$ cat src/rtl/timer.sv
// Three-digit BCD countdown timer (M:SS). Digits are keyed in serially while
// loadn is low, then counted down to 0:00 at TICKS_PER_SEC enabled cycles per
// second. The count holds at 0:00 and emits a one-cycle tc pulse on arrival.
module timer #(
    parameter int TICKS_PER_SEC = 1,
    parameter int CNT_W         = 32
) (
    input  logic       clk,
    input  logic       clrn,
    input  logic       loadn,
    input  logic       en,
    input  logic [3:0] data,
    output logic [3:0] sec_ones,
    output logic [3:0] sec_tens,
    output logic [3:0] mins,
    output logic       zero,
    output logic       tc
);

    localparam logic [CNT_W-1:0] PRESC_LAST = CNT_W'(TICKS_PER_SEC - 1);

    logic [CNT_W-1:0] presc;
    logic             run;
    logic             tick;
    logic [3:0]       dec_ones;
    logic [3:0]       dec_tens;
    logic [3:0]       dec_mins;
    logic             dec_zero;

    assign zero = (sec_ones == 4'd0) && (sec_tens == 4'd0) && (mins == 4'd0);

    // Counting stops by itself at 0:00, so no wrap to 9:59 is possible.
    assign run  = loadn && en && !zero;
    assign tick = run && (presc == PRESC_LAST);

    // One-second BCD decrement with borrow from tens, then from minutes.
    always_comb begin
        dec_ones = sec_ones;
        dec_tens = sec_tens;
        dec_mins = mins;
        if (sec_ones != 4'd0) begin
            dec_ones = sec_ones - 4'd1;
        end else if (sec_tens != 4'd0) begin
            dec_ones = 4'd9;
            dec_tens = sec_tens - 4'd1;
        end else if (mins != 4'd0) begin
            dec_ones = 4'd9;
            dec_tens = 4'd5;
            dec_mins = mins - 4'd1;
        end
        dec_zero = (dec_ones == 4'd0) && (dec_tens == 4'd0) && (dec_mins == 4'd0);
    end

    // Digit, prescaler and terminal-count registers: reset > load > count > hold.
    always_ff @(posedge clk) begin
        if (clrn) begin
            sec_ones <= 4'd0;
            sec_tens <= 4'd0;
            mins     <= 4'd0;
            presc    <= '0;
            tc       <= 1'b0;
        end else if (!loadn) begin
            presc <= '0;
            tc    <= 1'b0;
            // Non-BCD (or unknown) keys are ignored; the comparison is false for X.
            if (data <= 4'd9) begin
                mins     <= sec_tens;
                sec_tens <= sec_ones;
                sec_ones <= data;
            end
        end else if (run) begin
            tc <= tick && dec_zero;
            if (tick) begin
                presc    <= '0;
                sec_ones <= dec_ones;
                sec_tens <= dec_tens;
                mins     <= dec_mins;
            end else begin
                presc <= presc + 1'b1;
            end
        end else begin
            tc <= 1'b0;
        end
    end

endmodule

$ cat config.mk
export PLATFORM = sky130hd
export DESIGN_NAME = timer
export DESIGN_NICKNAME = d
export VERILOG_FILES = /design/src/rtl/timer.sv
export SDC_FILE = /design/constraint.sdc
export NUM_CORES = 1
export LEC_CHECK = 0
export ABC_AREA = 1
export CAP_MARGIN = 40
export CORE_MARGIN = 2
export CORE_UTILIZATION = 53
export CTS_CLUSTER_SIZE = 40
export DETAILED_ROUTE_END_ITERATION = 16
export MAX_ROUTING_LAYER = met4
export PLACE_DENSITY = 0.76
export SLEW_MARGIN = 20
export SYNTH_ARGS = -nofsm -noshare
export SYNTH_HDL_FRONTEND = slang
export SYNTH_SLANG_ARGS = --single-unit
$ cat constraint.sdc
create_clock -name clk -period 1.65 [get_ports clk]
set_input_delay 0.2475 -clock clk [delete_from_list [all_inputs] [get_ports clk]]
set_output_delay 0.2475 -clock clk [all_outputs]
set_load 0.005 [all_outputs]
==> results.yml, run 1 <==
sta:
  setup_violations: 25
  clock_skew_ps: 16.8
  fmax_mhz: 551
  grt_setup_unrepaired: "true"
  finalHoldViolations: 0
  slew_headroom: 0.533
  timing.final.ws_setup_ps: -163
  period_share: 1.10
  min_period_ps: 1810
  slew_viol_final: 0
  hold_ws_ps: 492
  tightest_slew_ps: 700
setup_path:
  start_kind: "flip-flop"
  cp.buffers_inverters: 5
  setup.worst_path.end_class: "flip-flop"
  required_ps: 1880
  worstPathMaxFanout: 4
  r2r_setup_slack_ps: -160
  cpPeakStageDelay_ps: 340
  critPathSlowestCell: "dfxtp_2"
  crit_type: "flip-flop to flip-flop"
  path_cells: "inv_2, ha_4, nand3_4, nor2_4, buf_6, buf_6, buf_6, nand2_2, nand2_2, nand2_2, inv_2, nand4_1, nor2_1"
  critPathArrivalTime_ps: 2050
  crit_family: "simple AND/OR/NAND/NOR gates"
detailed_routing:
  finalWirelength_um: 11100
  antenna_left: 0
  firstDrtPassIters: 8
  remaining_drc_errors: 0
  viasPerCell: 5.66
  drt_iter0_markers: 418
  vias: 3956
  wl_per_cell_um: 15.9
finish:
  final_common_cell: "nand2_1"
  layout_common_cells: "nand2_1, nor2_1, buf_4"
  postLayoutCellArea_um2: 4440
  final_util: 0.802
  area_growth_pct: 45.9
  nets: 639
  drive_above_1_share: 0.311
  antennaDiodeCount: 0
floorplanning:
  coreArea_um2: 5540
  die_x_um: 79.8
  dieArea_um2: 6370
  rows: 27
  die_y_um: 79.8
  initial_utilization: 0.549
  ios: 22
synthesis:
  syn_nets: 538
  synthDistinctLibCells: 30
  synth.ff_latch_count: 45
  syn_avg_cell_area_um2: 5.80
  yosysSeqAreaShare: 0.296
  syn_area_um2: 3040
  yosysWarnings: 0
  postSynthCellCount: 525
clocking:
  cts_buffer_depth: 2
  clk_pin_slew_worst_paths_ps: 90
  cts-root-buf: "clkbuf_8"
  htreeDepth: 2
  cts_buffers: 5
  cts_tree: "yes"
  clk_latency_ps: 320
  cts.sinks: 45
  cts-hold-fix-buffers: 0
placed_design:
  postPlaceCellArea_um2: 3770
  dp_hpwl_um: 6750
  pre_cts_ws_ps: -171
  portBuffers: 21
  place.gp.congestion: 0.935
power_and_ir_drop:
  p_comb_frac: 0.411
  swShare: 0.363
  p_per_area_nw_per_um2: 713
  ir_worst_vdd_v: 0.000513
  p_leak_uw: 0.00188
  p_sw_uw: 1150
  p_seq_frac: 0.363
  pwr-share-clk: 0.226
  p_int_uw: 2020
grt:
  antenna_found_initial: 0
  grt_max_degree: 17
  overflow: 0
  grt_pass1_vias: 3403
  grt_pass1_wl_um: 15700
  grt_usage: 0.324
run:
  maxCapViolations: 0
hold_path:
  hold_class: "flip-flop to flip-flop"
run_status:
  failed_checks: "setup timing"
  status: "complete, but fails checks"
-- logic make-up after synthesis --
group                      Yosys count  share of synthesized area
and+or+nand+nor                    364                      0.505
DFF                                 45                      0.296
AOI/OAI and AO/OA                   44                     0.0785
buffers and inverters               60                     0.0801
xor gates and xnor gates             7                     0.0201
adders and majority gates            5                     0.0206
-- metrics by stage --
stage | setup TNS (ps) | total power, µW | cells
after floorplan | 0 | 1630 | 525
after global placement | -849 | 2010 | 670
after detailed placement | -2360 | 2030 | 670
after CTS | -50.3 | 2940 | 691
after global routing | -4040 | 3290 | 699
final | -1670 | 3170 | 699
-- path summary, 6_finish.rpt --
path,from,to,cells after the start
worst max register to register,sec_tens[1]$_SDFFE_PP0P_,tc$_SDFF_PP0_,13
worst max-delay path,sec_tens[1]$_SDFFE_PP0P_,tc$_SDFF_PP0_,13
worst min-delay path,presc[0]$_SDFFE_PP0P_,presc[0]$_SDFFE_PP0P_,2
worst min register to register,presc[0]$_SDFFE_PP0P_,presc[0]$_SDFFE_PP0P_,2
-- cells in the mapped netlist --
cell type,n,share of area
a21oi_1,24,0.039
a21oi_4,1,0.0053
and3_1,2,0.0041
buf_2,3,0.0049
buf_4,2,0.0049
buf_6,1,0.0037
clkbuf_1,3,0.0037
dfxtp_1,45,0.30
ha_1,5,0.021
inv_1,49,0.060
inv_2,2,0.0025
nand2_1,174,0.21
nand2_2,3,0.0062
nand2_4,2,0.0074
nand2_8,1,0.0066
nand3_1,42,0.069
nand3_2,1,0.0033
nand3b_1,2,0.0049
nand4_1,5,0.010
nor2_1,110,0.14
nor2_2,4,0.0082
nor2_4,1,0.0037
nor3_1,13,0.021
nor3b_1,3,0.0074
o21ai_0,14,0.023
o21ai_1,2,0.0033
o21bai_1,3,0.0074
or2_1,1,0.0021
xnor2_1,1,0.0029
xor2_1,6,0.017
-- worst min-delay path: cells and delay by family (launching register included) --
kind,cells,cell delay [ps]
simple gates,1,60
compound gates,1,50
flops,1,350
-- sequential cells by signal, indices dropped and copies added, names as in the netlist --
register,flops
mins,4
sec_tens,4
tc,1
presc,32
sec_ones,4
-- power by group through the flow --
stage / combinational (µW) / sequential (µW) / clock [µW]
after floorplan: 439 / 1190 / 0
after global placement: 847 / 1170 / 0
after detailed placement: 858 / 1170 / 0
after CTS: 1070 / 1150 / 718
after global routing: 1380 / 1150 / 756
final: 1300 / 1150 / 714
-- cell type report --
cell class,instances,area [µm²]
Fill cell,366,1100
Sequential cell,45,917
Inverter,51,194
Multi-Input combinational cell,421,2260
Clock buffer,6,72.6
Tap cell,72,90.1
Timing Repair Buffer,102,896
Clock inverter,2,15.0
-- routing by layer --
metal / track usage / vias to the layer above / routed length [µm]
li1: - / 1862 / -
met1: 0.447 / 1773 / 4590
met2: 0.497 / 271 / 5050
met3: 0.0554 / 50 / 1090
met4: 0.0797 / 0 / 355
met5: - / - / 0
-- repair_timing --
item | in CTS | in global routing
buffers inserted | 13 | 9
cloned | 1 | 1
pin swaps | 23 | 33
setup endpoints to repair | 28 | 43
gates resized for setup | 57 | 79
No activity file was read; power rests on OpenSTA's default activity.
==> run 2, diff against run 1 <==
Settings changed: CORE_ASPECT_RATIO from default to 2.
==> run 2 against run 1 <==
The run still ends with setup timing left. Clock power grew 65%. Critical endpoint is now sec_ones[3]$_SDFFE_PP0P_. Non-clock buffer count shrank 13. Register-to-register slack improved by 150 ps. Fmax up 9.2%. Clock-buffer cell count is 1 higher. Sequential power hardly changed. Hold slack improved by 10 ps. Clock skew decreased by 10 ps. Design area fell by 5.2%.
==> results.yml, run 2 (same netlist as run 1, synthesis figures left out) <==
sta:
  hold_ws_ps: 502
  clock_skew_ps: 6.47
  tightest_slew_ps: 515
  finalHoldViolations: 0
  min_period_ps: 1660
  grt_setup_unrepaired: "true"
  fmax_mhz: 602
  period_share: 1.01
  timing.final.ws_setup_ps: -10.7
  setup_violations: 1
  slew_viol_final: 0
  slew_headroom: 0.656
setup_path:
  start_kind: "flip-flop"
  required_ps: 1830
  reg2reg_depth: 12
  cp_common_cell: "nand2_1"
  crit_family: "simple AND/OR/NAND/NOR gates"
  critPathSlowestCell: "dfxtp_2"
  setup.worst_path.end_class: "flip-flop"
  path_cells: "inv_2, ha_4, nand2_1, buf_4, nand2_1, nor2_1, nor2_1, nand2_1, a21oi_1, nand3_2, nand2_1, nor2_1"
  critPathArrivalTime_ps: 1840
  cpPeakStageDelay_ps: 320
  cp.buffers_inverters: 2
  worstSetupPathDepth: 12
  crit_type: "flip-flop to flip-flop"
  worstPathMaxFanout: 3
detailed_routing:
  antenna_left: 0
  firstDrtPassIters: 5
  vias: 3644
  finalWirelength_um: 9110
  wl_per_cell_um: 13.5
  viasPerCell: 5.39
  remaining_drc_errors: 0
  drt_iter0_markers: 333
clocking:
  clk_pin_slew_worst_paths_ps: 60
  cts.sinks: 45
  cts_buffer_depth: 2
  clk_latency_ps: 290
  cts_tree: "yes"
  htreeDepth: 2
  cts_buffers: 5
  cts-hold-fix-buffers: 0
  cts-root-buf: "clkbuf_16"
finish:
  layout_common_cells: "nand2_1, nor2_1, buf_4"
  nets: 627
  regMostFlops: "presc"
  regArea_um2: 911
  largest_reg_flops: 32
  multi_input_area_um2: 2100
  fillers: 444
  drive_above_1_share: 0.234
  final_common_cell: "nand2_1"
  area_growth_pct: 38.3
  antennaDiodeCount: 0
  final_util: 0.750
run_status:
  status: "complete, but fails checks"
  failed_checks: "setup timing"
run:
  maxCapViolations: 0
power_and_ir_drop:
  total_power_uw: 3390
  ir_worst_vdd_v: 0.000907
  p_per_area_nw_per_um2: 804
  p_leak_uw: 0.00182
grt:
  met2_usage: 0.460
  grt_use_met1: 0.355
  grt_usage: 0.292
  busiest_layer: "met2"
  antenna_found_initial: 0
  overflow: 0
  grt_pass1_vias: 3417
  grt_max_degree: 17
  grt_pass1_wl_um: 14700
  globalRouteMet3Util: 0.0513
floorplanning:
  rows: 39
  die_x_um: 57.6
  initial_utilization: 0.542
  dieArea_um2: 6400
  coreArea_um2: 5610
  ios: 22
  die_y_um: 111
placed_design:
  dp_hpwl_um: 6290
  place.gp.congestion: 0.945
  portBuffers: 21
  pre_cts_ws_ps: -75.1
hold_path:
  hold_class: "flip-flop to flip-flop"
  hold_depth: 2
-- run 2: changes by cell type in the layout (fill, tap and decap cells not counted), moves of 4 or more --
cell,before,now
nor2_1,92,99
nand2_1,153,168
clkbuf_8,5,1
dfxtp_1,32,37
dfxtp_2,13,8
a21oi_1,18,24
clkbuf_16,1,5
nand2_2,18,7
a21oi_2,6,0
nor2_4,8,2
buf_6,12,3
-- run 2: path summary, 6_finish.rpt --
path / startpoint / endpoint / slack (ps)
worst min-delay path: presc[31]$_SDFFE_PP0P_ / presc[31]$_SDFFE_PP0P_ / 500
worst max-delay path: sec_ones[0]$_SDFFE_PP0P_ / sec_ones[3]$_SDFFE_PP0P_ / -10
worst min register to register: presc[31]$_SDFFE_PP0P_ / presc[31]$_SDFFE_PP0P_ / 500
worst max register to register: sec_ones[0]$_SDFFE_PP0P_ / sec_ones[3]$_SDFFE_PP0P_ / -10
-- run 2: stage by stage --
stage / cell area, µm² / instances / setup TNS, ps
finish: 4210 / 676 / -10.7
global route: 4210 / 676 / -979
CTS: 4050 / 670 / 0
detailed placement: 3750 / 657 / -881
global placement: 3750 / 657 / -360
floorplan: 3050 / 525 / 0
-- run 2: final cells by class --
cell class,count,area share
multi-input combinational,421,0.498
sequential,45,0.216
clock inverter,1,0.00713
tap,61,0.0181
timing repair inverter,1,0.00178
clock buffer,7,0.0339
timing repair buffer,89,0.179
inverter,51,0.0461
-- run 2: worst register-to-register path, cell delays in order (launching register included) --
cell and delay, ps:
dfxtp_2 320, inv_2 70, ha_4 150, nand2_1 100, buf_4 140, nand2_1 50
nor2_1 40, nor2_1 180, nand2_1 100, a21oi_1 200, nand3_2 90, nand2_1 80
nor2_1 40
-- run 2: layer usage --
layer	routed length [µm]	vias to the layer above	part of all wire
met5	0	-	0
met4	239	0	0.026
met3	582	25	0.064
met2	4540	133	0.50
met1	3750	1655	0.41
li1	-	1831	-
-- run 2: what timing repair did --
item | in CTS | in global routing
pin swaps | 7 | 22
gates resized for setup | 28 | 44
setup endpoints to repair | 29 | 37
cloned | 1 | 1
buffers inserted | 5 | 5
-- run 2: report_power, final --
| part | internal (µW) | switching (µW) |
|---|---|---|
| clock | 757 | 426 |
| combinational | 500 | 554 |
| sequential | 1130 | 23.1 |
==> run 3, diff against run 2 <==
Settings changed: SKIP_CTS_REPAIR_TIMING from default to 1, SLEW_MARGIN 20 to 30.
==> run 3 against run 2 <==
The flow still finishes with violations (setup timing). Via count is 1.5% higher. Total power up 0.89%. Cell count is 0.15% lower. Wire length is 3.7% higher. Clock skew hardly changed. Global-route usage down 1.0 points. Worst setup slack got worse by 99 ps. Sequential power hardly changed. Sequential share of layout area shrank 0.63 points. Die area did not move. Clock-buffer cell count unchanged. Combinational power barely moved. Largest power group unchanged. Critical endpoint is now sec_tens[0]$_SDFFE_PP0P_.
==> results.yml, run 3 (same netlist as run 1, synthesis figures left out) <==
floorplanning:
  dieArea_um2: 6400
  ios: 22
  initial_utilization: 0.542
  rows: 39
  coreArea_um2: 5610
  die_y_um: 111
  die_x_um: 57.6
clocking:
  cts_buffer_depth: 2
  clk_latency_ps: 290
  cts_buffers: 5
  cts.sinks: 45
  clk_pin_slew_worst_paths_ps: 60
  cts-root-buf: "clkbuf_16"
  htreeDepth: 2
  cts_tree: "yes"
sta:
  grt_setup_unrepaired: "true"
  period_share: 1.07
  setup_violations: 22
  tightest_slew_ps: 447
  fmax_mhz: 568
  setup_tns_ps: -811
  clock_skew_ps: 6.14
  slew_viol_final: 0
  hold_ws_ps: 502
  slew_headroom: 0.701
  timing.final.ws_setup_ps: -109
  min_period_ps: 1760
  finalHoldViolations: 0
run_status:
  failed_checks: "setup timing"
  status: "complete, but fails checks"
detailed_routing:
  finalWirelength_um: 9450
  firstDrtPassIters: 11
  wl_per_cell_um: 14.0
  drt_iter0_markers: 390
  viasPerCell: 5.48
  vias: 3700
  antenna_left: 0
  remaining_drc_errors: 0
grt:
  antenna_found_initial: 0
  grt_usage: 0.281
  grt_pass1_wl_um: 14300
  grt_max_degree: 17
  grt_pass1_vias: 3353
  overflow: 0
setup_path:
  required_ps: 1860
  worstPathMaxFanout: 8
  start_kind: "flip-flop"
  setup.worst_path.end_class: "flip-flop"
  critPathSlowestCell: "dfxtp_2"
  path_cells: "inv_2, ha_4, nand3_4, nor2_4, buf_6, buf_6, a21oi_4, nand2_4, nand2_8, nand2_4, nand2_1, nand2_1, nor2_1"
  cpPeakStageDelay_ps: 330
  crit_path_start: "sec_tens[0]$_SDFFE_PP0P_"
  crit_family: "simple AND/OR/NAND/NOR gates"
  cp.buffers_inverters: 3
  r2r_start: "sec_tens[0]$_SDFFE_PP0P_"
  crit_type: "flip-flop to flip-flop"
  critPathArrivalTime_ps: 1970
finish:
  final_util: 0.769
  nets: 626
  final_common_cell: "nand2_1"
  largest_reg_flops: 32
  regMostFlops: "presc"
  fillers: 410
  layout_common_cells: "nand2_1, nor2_1, buf_4"
  area_growth_pct: 41.8
  antennaDiodeCount: 0
  drive_above_1_share: 0.264
run:
  maxCapViolations: 0
placed_design:
  dp_hpwl_um: 6290
  place.gp.congestion: 0.945
  portBuffers: 21
power_and_ir_drop:
  p_per_area_nw_per_um2: 791
  p_leak_uw: 0.00184
  ir_worst_vdd_v: 0.000883
  total_power_uw: 3420
hold_path:
  hold_class: "flip-flop to flip-flop"
  min_from: "presc[31]$_SDFFE_PP0P_"
## run 3: changes by cell type in the layout (fill, tap and decap cells not counted), sizes merged
cell          before  now
buf               68   67
clkbuf             8    7
clkinv             0    1
clkinvlp           1    0
dlymetal6s2s       0    1
## run 3: where the power goes
part | total, µW | switching, µW | internal (µW) | leakage, µW
Combinational | 1080 | 578 | 501 | 0.00139
Sequential | 1150 | 21.6 | 1120 | 0.000367
Clock | 1190 | 435 | 757 | 0.0000841
Total | 3420 | 1030 | 2380 | 0.00184
## run 3: worst paths after layout
kind / slack, ps / depth (start not counted) / to
setup / recovery: -110 / 13 / sec_tens[0]$_SDFFE_PP0P_
hold / removal: 500 / 2 / presc[31]$_SDFFE_PP0P_
setup reg to reg: -110 / 13 / sec_tens[0]$_SDFFE_PP0P_
hold reg to reg: 500 / 2 / presc[31]$_SDFFE_PP0P_
## run 3: layer usage
layer  global-route usage  vias up  routed length [µm]
li1                     -     1828                   -
met5                    -        -                   0
met1                0.345     1687                3880
met4                0.124        0                 253
met2                0.442      156                4790
met3               0.0490       29                 530
## run 3: worst reg2reg max path, cell delays in order, from the launching register on
cell and delay, ps:
dfxtp_2 330, inv_2 50, ha_4 160, nand3_4 90, nor2_4 50, buf_6 110
buf_6 110, a21oi_4 180, nand2_4 110, nand2_8 110, nand2_4 110, nand2_1 90
nand2_1 60, nor2_1 120
## run 3: through the flow
stage | cell area, µm² | setup WS, ps | instances
3_3_place_gp | 3750 | -53.4 | 657
2_1_floorplan | 3050 | 2.22 | 525
6_report | 4320 | -109 | 675
4_1_cts | 3930 | -424 | 665
5_1_grt | 4320 | -197 | 675
3_5_place_dp | 3750 | -75.1 | 657
## run 3: final cells by class
type                            count  area, µm²  area share
Timing Repair inverter              1       11.3     0.00261
Multi-Input combinational cell    421       2190       0.507
Sequential cell                    45        907       0.210
Tap cell                           61       76.3      0.0177
Clock inverter                      1       30.0     0.00695
Inverter                           51        196      0.0455
Timing Repair Buffer               88        767       0.178
Clock buffer                        7        143      0.0330
